File: config.mk
export PLATFORM = sky130hd
export DESIGN_NAME = plru_victim_walk_flat
export DESIGN_NICKNAME = d
export VERILOG_FILES = /design/src/rtl/plru_victim_walk_if.sv /design/src/rtl/plru_victim_walk.sv /design/src/flat_wrapper.sv
export SDC_FILE = /design/constraint.sdc
export NUM_CORES = 1
export LEC_CHECK = 0
export CORE_MARGIN = 1
export CORE_UTILIZATION = 30
export CTS_BUF_LIST = sky130_fd_sc_hd__clkbuf_4
export CTS_CLUSTER_SIZE = 12
export DETAILED_ROUTE_END_ITERATION = 8
export GPL_TIMING_DRIVEN = 1
export PLACE_DENSITY = 0.51
export SETUP_SLACK_MARGIN = 0.02
export SLEW_MARGIN = 0
export SYNTH_ARGS = -nofsm -noshare
export SYNTH_HDL_FRONTEND = slang
export SYNTH_SLANG_ARGS = --single-unit
File: constraint.sdc
create_clock -name clk -period 5.2 [get_ports clk]
set_input_delay 0.52 -clock clk [delete_from_list [all_inputs] [get_ports clk]]
set_output_delay 0.52 -clock clk [all_outputs]
set_load 0.005 [all_outputs]
File: src/rtl/plru_victim_walk_if.sv
// Request/response bundle between the miss FSM and the tree-PLRU victim walker.
// Optional: PLRU_INVALID_FIRST_EN adds way_valid so an empty way is chosen first.
interface plru_victim_walk_if #(
   parameter int unsigned s_assoc = 8
);
   localparam int unsigned s_width = $clog2(s_assoc);
   localparam int unsigned tree_w  = s_assoc - 1;

   logic                start;
   logic [tree_w-1:0]   lru_bits;
   logic                invalidate;
`ifdef PLRU_INVALID_FIRST_EN
   logic [s_assoc-1:0]  way_valid;
`endif
   logic                ready;
   logic                victim_valid;
   logic [s_width-1:0]  victim_way;
   logic [tree_w-1:0]   path_mask;

   // Requester side (cache controller miss FSM)
   modport master (
      output start, lru_bits, invalidate,
`ifdef PLRU_INVALID_FIRST_EN
      output way_valid,
`endif
      input  ready, victim_valid, victim_way, path_mask
   );

   // Walker side
   modport slave (
      input  start, lru_bits, invalidate,
`ifdef PLRU_INVALID_FIRST_EN
      input  way_valid,
`endif
      output ready, victim_valid, victim_way, path_mask
   );
endinterface

File: src/rtl/plru_victim_walk.sv
// Tree-PLRU victim selector: walks the heap-ordered LRU tree root to leaf,
// one level per clock, and reports the victim way plus the visited-node mask.
// Optional: PLRU_INVALID_FIRST_EN picks the lowest invalid way in one cycle.
module plru_victim_walk #(
   parameter int unsigned s_assoc = 8
) (
   input logic               clk,
   input logic               rst_n,
   plru_victim_walk_if.slave bus
);
   localparam int unsigned s_width = $clog2(s_assoc);
   localparam int unsigned node_w  = s_width + 1;
   localparam int unsigned tree_w  = s_assoc - 1;

   typedef enum logic [1:0] {IDLE, WALK, DONE} state_t;

   state_t              state, state_nxt;
   logic [node_w-1:0]   node, node_nxt;
   logic [s_width-1:0]  level;
   logic [tree_w-1:0]   snap, snap_shift;
   logic [tree_w-1:0]   path_mask;
   logic [s_width-1:0]  victim_way;
   logic                go_right;
   logic                accept, walk_step, last_step, abort;
   logic                any_invalid;
   logic [s_width-1:0]  first_invalid;

`ifdef PLRU_INVALID_FIRST_EN
   // Lowest-index invalid way; descending scan so the smallest index wins
   always_comb begin
      any_invalid   = 1'b0;
      first_invalid = '0;
      for (int i = int'(s_assoc) - 1; i >= 0; i--) begin
         if (!bus.way_valid[i]) begin
            any_invalid   = 1'b1;
            first_invalid = s_width'(i);
         end
      end
   end
`else
   assign any_invalid   = 1'b0;
   assign first_invalid = '0;
`endif

   // Child select: parent -> child = 2*node + 1 + snap[node]
   always_comb begin
      snap_shift = snap >> node;
      go_right   = snap_shift[0];
      node_nxt   = {node[node_w-2:0], 1'b0} + node_w'(1) + node_w'(go_right);
   end

   // State register
   always_ff @(posedge clk or negedge rst_n) begin
      if (!rst_n) state <= IDLE;
      else        state <= state_nxt;
   end

   // Next-state logic
   always_comb begin
      state_nxt = state;
      case (state)
         IDLE: if (bus.start && !bus.invalidate) state_nxt = any_invalid ? DONE : WALK;
         WALK: if (bus.invalidate)               state_nxt = IDLE;
               else if (last_step)               state_nxt = DONE;
         DONE:                                   state_nxt = IDLE;
         default:                                state_nxt = IDLE;
      endcase
   end

   // Output and datapath-control decode
   always_comb begin
      bus.ready        = 1'b0;
      bus.victim_valid = 1'b0;
      accept           = 1'b0;
      walk_step        = 1'b0;
      last_step        = 1'b0;
      abort            = 1'b0;
      case (state)
         IDLE: begin
            bus.ready = 1'b1;
            accept    = bus.start && !bus.invalidate;
         end
         WALK: begin
            abort     = bus.invalidate;
            walk_step = !bus.invalidate;
            last_step = (level == s_width'(s_width - 1));
         end
         DONE: begin
            abort            = bus.invalidate;
            bus.victim_valid = !bus.invalidate;
         end
         default: ;
      endcase
   end

   // Snapshot, walk pointer, visited mask and victim registers
   always_ff @(posedge clk or negedge rst_n) begin
      if (!rst_n) begin
         snap       <= '0;
         node       <= '0;
         level      <= '0;
         path_mask  <= '0;
         victim_way <= '0;
      end else if (accept) begin
         snap      <= bus.lru_bits;
         node      <= '0;
         level     <= '0;
         path_mask <= '0;
         if (any_invalid) victim_way <= first_invalid;
      end else if (abort) begin
         path_mask <= '0;
      end else if (walk_step) begin
         path_mask <= path_mask | (tree_w'(1) << node);
         node      <= node_nxt;
         level     <= level + s_width'(1);
         if (last_step) victim_way <= s_width'(node_nxt - node_w'(tree_w));
      end
   end

   assign bus.victim_way = victim_way;
   assign bus.path_mask  = path_mask;
endmodule

File: src/flat_wrapper.sv
// flat-port wrapper written by rule: the top's interface ports become plain ports
module plru_victim_walk_flat 
#(
   parameter int unsigned s_assoc = 8
)
  (clk, rst_n, bus_start, bus_lru_bits, bus_invalidate, bus_ready, bus_victim_valid, bus_victim_way, bus_path_mask);
  plru_victim_walk_if #(.s_assoc(s_assoc)) bus_i ();
  input logic clk;
  input logic rst_n;
  input wire logic [$bits(bus_i.start)-1:0] bus_start;
  input wire logic [$bits(bus_i.lru_bits)-1:0] bus_lru_bits;
  input wire logic [$bits(bus_i.invalidate)-1:0] bus_invalidate;
  output wire logic [$bits(bus_i.ready)-1:0] bus_ready;
  output wire logic [$bits(bus_i.victim_valid)-1:0] bus_victim_valid;
  output wire logic [$bits(bus_i.victim_way)-1:0] bus_victim_way;
  output wire logic [$bits(bus_i.path_mask)-1:0] bus_path_mask;
  assign bus_i.start = bus_start;
  assign bus_i.lru_bits = bus_lru_bits;
  assign bus_i.invalidate = bus_invalidate;
  assign bus_ready = bus_i.ready;
  assign bus_victim_valid = bus_i.victim_valid;
  assign bus_victim_way = bus_i.victim_way;
  assign bus_path_mask = bus_i.path_mask;
  plru_victim_walk #(.s_assoc(s_assoc)) u_core (.clk(clk), .rst_n(rst_n), .bus(bus_i));
endmodule
==> impl_results.md, run 1 <==
* Outcome: complete, no violations
* Global route total overflow at 0
* Combinational power share at 0.454
* Clock Tree Buf Depth at 2
* Slew headroom at 0.5725
* Synthesized Nets at 162
* NetSw at 301.1 uW
* Initial core utilization at 0.3231
* Mapped Cells at 141
* Cell row count at 23
* Placer Congestion at 0.7849
* Synth-to-layout area growth at 21.59%
* Placement Setup Slack at 2.878 ns
* Nets at 186
* CTS Buf Count at 3
* Clk pin slew, worst setup/hold paths at 0.13 ns
* First-pass GRT wire length at 4491 um
* Final instance area at 1628 um2
* I/O pins at 23
* Most common cell after layout, fill and taps aside: nand2_1
* Final hold violations at 0
* Max Freq at 458.4 MHz
* Register Area at 650.6 um2
* Largest net degree at the start of global routing at 27
* Number of flops mapped to enable cells by yosys at 0
* Leakage at 0.7593 nW
* CTS tree: yes
* Hold buffers post-CTS at 0
* Full die area at 4733 um2
* Predominant post-synthesis flop cell: dfrtp_1
* Multi-input gate area at 630.6 um2
* Vert. Die Dim at 68.80 um
* Clk_lat worst skew at 0.33 ns
* GRT Total Usage at 0.1313
* Post-DP Area at 1605 um2
* Initial antenna violation count at 0
* Final antenna-violating net count at 0
* Async set or reset register ratio after synthesis at 1.000
* Setup crit end kind: output pin
* CP arrival at 1.66 ns
* Worst slew pin tran at 0.6399 ns
* Worst VDD drop at 0.1282 mV
* YS warnings at 0
* First DRT Iteration DRCs at 18
* Post-cts sizing count at 0
* Die Width at 68.80 um
* Most frequent CP cell: clkdlybuf4s50_1
* Max-Cap Viols at 0
* Number of H-tree levels at 1
* Number of global-route vias before repair at 944
* Critical path class: in2out
* Wire per inst at 12.89 um
* Slowest CP cell: clkdlybuf4s50_1
* Part of the power in registers at 0.433
* CP Launch Type: input port
* HP Class: reg2reg
* Vias at 1,022
* Final Setup Violations at 0
* Drt drc at 0
* Crit-path max FO at 7
* Sum Neg Setup Slack at 0 ns
* Post-CTS Setup Bufs at 0
* WL final at 2745 um
* Layout Skew at 0.009841 ns
* Power Dens Cells at 477.1 nW/um2
* Core area at 4144 um2
* Antenna diodes at 0
* Flops & latches, synth at 26
* Tcrit/Tclk final at 0.4196
* Int Pwr at 475.4 uW
* Worst stage delay on the critical path at 0.50 ns
* Final hold slack at 0.4911 ns
* Fin util at 0.3928
* Critical path cell sequence: clkdlybuf4s50_1, nor2b_1, clkdlybuf4s50_1
* Filler instances at 424
* CP Data Required Time at 4.68 ns
* Min Tclk post-route at 2.182 ns
* Vias/cell at 4.798
* Mapped Area at 1339 um2
* Dpl hpwl at 1986 um
* Clk pwr share at 0.113
* Switching Share at 0.3878
* Final max-slew violation count at 0
* Router iterations before antenna repair at 4
* Clk sinks at 26
* Layout cell share with drive strength beyond 1 at 0.06135
* Clock root cell: clkbuf_4
* Seq/Total Area, Yosys at 0.4860
* Buffers on Ports at 22
* Delay-heaviest family, CP: buffers and inverters
* Most frequent cells in the layout: nand2_1 (32), dfrtp_1 (26), clkdlybuf4s50_1 (22)
* RSZ-0062 raised after global routing: no
* Yosys cell types at 31
* Syn avg cell area at 9.495 um2
* Bufs and invs on worst path at 2
* Setup WS post-layout at 3.018 ns
-- sequential cells by signal (all words and copies together), names as in the netlist --
name,cells
u_core.bus.path_mask,7
u_core.node,4
u_core.bus.victim_way,3
u_core.snap,7
u_core.state,2
u_core.level,3
-- final cells by class --
class / count / share of cell area
multi-input cells: 103 / 0.3874
flip-flops and latches: 26 / 0.3997
well taps: 50 / 0.03843
clock buffers: 3 / 0.01384
repair buffers: 24 / 0.1445
inverters: 7 / 0.01614
-- path summary, 6_finish.rpt --
check / startpoint / end / slack (ns) / cells past startpoint
max reg2reg: u_core.node[1] / u_core.bus.victim_way[1] / 3.11 / 6
min reg2reg: u_core.snap[1] / u_core.snap[1] / 0.49 / 2
min in group asynchronous: rst_n / u_core.state[1] / 0.54 / 2
min: u_core.snap[1] / u_core.snap[1] / 0.49 / 2
max in group asynchronous: rst_n / u_core.bus.path_mask[3] / 4.40 / 2
max: bus_invalidate / bus_victim_valid / 3.02 / 3
-- worst register-to-register path, cell delays in order (launching register included) --
cell,delay (ns)
dfrtp_1,0.60
mux2i_1,0.32
a221oi_2,0.13
and2_2,0.23
ha_1,0.31
and3b_1,0.20
o31ai_1,0.22
-- kinds of logic after synthesis --
family | after synthesis | share of synthesized area
buf+inv | 12 | 0.04299
simple gates | 59 | 0.1972
fa+ha+maj | 10 | 0.09346
xor+xnor | 2 | 0.01309
mux | 5 | 0.03925
compound gates | 27 | 0.1280
flops | 26 | 0.4860
-- Yosys cell counts (all sizes together), types with 2 or more instances --
library cell | number | area share
buf | 5 | 0.023
nand2 | 32 | 0.090
mux2 | 2 | 0.017
ha | 10 | 0.093
a21oi | 14 | 0.055
nor2 | 12 | 0.034
inv | 7 | 0.020
mux2i | 3 | 0.022
dfrtp | 26 | 0.49
nand3b | 2 | 0.011
o21ai | 4 | 0.015
o31ai | 2 | 0.011
nand2b | 2 | 0.0093
nor2b | 5 | 0.023
-- per-layer routing --
layer | wire, um | up-vias | global-route usage
met1 | 1368 | 483 | 0.1809
met3 | 106 | 5 | 0.01974
met4 | 45 | 0 | 0.05612
met2 | 1224 | 22 | 0.2034
met5 | 0 | - | 0
li1 | - | 512 | -
-- per-stage QoR --
| stage | total power, mW | std cells |
|---|---|---|
| floorplan | 0.5677 | 141 |
| global placement | 0.6846 | 210 |
| detailed placement | 0.6946 | 210 |
| CTS | 0.7830 | 213 |
| global route | 0.8528 | 213 |
| finish | 0.7766 | 213 |
-- power by group through the flow --
stage,Sequential (mW),Combinational (mW),Clock [mW]
2_1_floorplan,0.324,0.243,0
3_3_place_gp,0.339,0.346,0
3_5_place_dp,0.341,0.354,0
4_1_cts,0.336,0.356,0.0913
5_1_grt,0.347,0.405,0.101
6_report,0.336,0.353,0.0877
No activity file was read; power rests on OpenSTA's default activity.
==> run 2, diff against run 1 <==
==> constraint.sdc (replaced) <==
create_clock -name clk -period 2.26 [get_ports clk]
set_input_delay 0.226 -clock clk [delete_from_list [all_inputs] [get_ports clk]]
set_output_delay 0.226 -clock clk [all_outputs]
set_load 0.005 [all_outputs]
==> impl_results.md, run 2 (synthesis gave the netlist of run 1 again) <==
* Final instance area at 1648 um2 (+1.2%)
* Dpl hpwl at 1995 um (+0.49%)
* Vias/cell at 4.731 (-1.4%)
* Antenna diodes at 0 (unchanged)
* First DRT Iteration DRCs at 36 (+18)
* Number of global-route vias before repair at 994 (+5.3%)
* Core area at 4144 um2 (unchanged)
* Clock root cell: clkbuf_4
* Most frequent cells in the layout: nand2_1 (32), dfrtp_1 (25), clkdlybuf4s50_1 (22)
* Leakage at 0.7691 nW (+1.3%)
* WL final at 2789 um (+1.6%)
* Final antenna-violating net count at 0 (unchanged)
* Filler instances at 427 (+0.71%)
* CTS Buf Count at 3 (unchanged)
* Placer Congestion at 0.7895 (+0.59%)
* CP Data Required Time at 2.49 ns (-2.19 ns)
* Slew headroom at 0.6188 (+0.04624)
* Die Width at 68.80 um (unchanged)
* Initial antenna violation count at 0 (unchanged)
* Layout cell share with drive strength beyond 1 at 0.07831 (+0.01696)
* Biggest registers after layout: u_core.bus.path_mask x7, u_core.snap x7, u_core.node x4
* CP startpoint: u_core.node[1]
* Clk sinks at 26 (unchanged)
* Worst stage delay on the critical path at 0.51 ns (about the same)
* Layout Skew at 0.008262 ns (-0.001579 ns)
* Crit-path max FO at 9 (+2)
* Clk_lat worst skew at 0.32 ns (about the same)
* Drt drc at 0 (unchanged)
* Sum Neg Setup Slack at 0 ns (unchanged)
* Final max-slew violation count at 0 (unchanged)
* First-pass GRT wire length at 4795 um (+6.8%)
* Worst slew pin tran at 0.5675 ns (-0.07240 ns)
* Delay-heaviest family, CP: flip-flops
* Clock Tree Buf Depth at 2 (unchanged)
* Final hold violations at 0 (unchanged)
* Tcrit/Tclk final at 0.8716
* Vias at 1,022 (unchanged)
* Initial core utilization at 0.3231 (unchanged)
* Setup crit end kind: flop
* Max-Cap Viols at 0 (unchanged)
* Number of H-tree levels at 1 (unchanged)
* Critical path cell sequence: mux2i_1, a221oi_2, and2_2, ha_1, and3b_1, o31ai_1
* Bufs and invs on worst path at 0 (-2)
* Most common cell after layout, fill and taps aside: nand2_1
* Fin util at 0.3976 (+0.004831)
* Slowest CP cell: dfrtp_2
* I/O pins at 23 (unchanged)
* Router iterations before antenna repair at 4 (unchanged)
* Vert. Die Dim at 68.80 um (unchanged)
* Nets at 188 (+1.1%)
* Final Setup Violations at 0 (unchanged)
* RR Startpoint: u_core.node[1]
* Power Dens Cells at 1089 nW/um2 (+130%)
* Post-DP Area at 1620 um2 (+0.94%)
* Critical path class: reg2reg
* Synth-to-layout area growth at 23.08%
* Max Freq at 507.6 MHz
* CTS tree: yes
* Largest net degree at the start of global routing at 27 (unchanged)
* Full die area at 4733 um2 (unchanged)
* CP Launch Type: flop
* Global route total overflow at 0 (unchanged)
* Cell row count at 23 (unchanged)
* Outcome: complete, no violations
* Buffers on Ports at 22 (unchanged)
* Final hold slack at 0.2643 ns (-0.2268 ns)
* Wire per inst at 12.91 um (+0.19%)
* CP arrival at 2.20 ns (+0.54 ns)
* HP Class: in2async
* GRT Total Usage at 0.1389 (+0.007639)
* Worst VDD drop at 0.3336 mV (+160%)
* RSZ-0062 raised after global routing: no
* Clk pin slew, worst setup/hold paths at 0.14 ns (about the same)
* Min Tclk post-route at 1.970 ns
[run 2: cell count changes in the layout (fill, tap and decap cells not counted), sizes merged]
| cell | delta |
|---|---|
| clkinv | +1 |
| buf | +2 |
[run 2: final cells by class]
type | instances | area (um2) | area share
flip-flops and latches | 26 | 651.9 | 0.3956
clock inverters | 1 | 3.754 | 0.002278
well taps | 50 | 62.56 | 0.03797
repair buffers | 26 | 250.2 | 0.1519
clock buffers | 3 | 22.52 | 0.01367
multi-input cells | 103 | 630.6 | 0.3827
inverters | 7 | 26.28 | 0.01595
[run 2: path summary, 6_finish.rpt]
kind                                             to  cells past startpoint  slack, ns
min                         u_core.bus.path_mask[4]                      2       0.26
max reg2reg                u_core.bus.victim_way[1]                      6       0.29
max in group asynchronous            u_core.node[1]                      2       1.73
min reg2reg                          u_core.snap[1]                      2       0.49
min in group clk                     u_core.snap[3]                      3       0.41
max                        u_core.bus.victim_way[1]                      6       0.29
[run 2: per-stage QoR]
| step | setup slack [ns] | instances | total power, mW |
|---|---|---|---|
| 3_3_place_gp | 0.3638 | 212 | 1.573 |
| 2_1_floorplan | 0.4710 | 141 | 1.306 |
| 6_report | 0.2901 | 216 | 1.794 |
| 3_5_place_dp | 0.2200 | 212 | 1.601 |
| 5_1_grt | 0.1069 | 216 | 1.993 |
| 4_1_cts | 0.1913 | 216 | 1.811 |
[run 2: what timing repair did]
action / CTS / global route
endpoints found under the setup margin: 0 / 1
setup buffers: 0 / 0
resized for setup: 0 / 1
hold buffers: 0 / 0
[run 2: power by group]
group	switching, mW	internal (mW)
Clock	0.137	0.0646
Combinational	0.404	0.409
Sequential	0.149	0.631
Total	0.690	1.10
[run 2: per-layer routing]
metal	vias up	global-route usage	part of all wire
met3	2	0.01974	0.024
li1	517	-	-
met5	-	0	0
met2	15	0.2181	0.46
met1	488	0.1951	0.51
met4	0	0.04592	0.0050
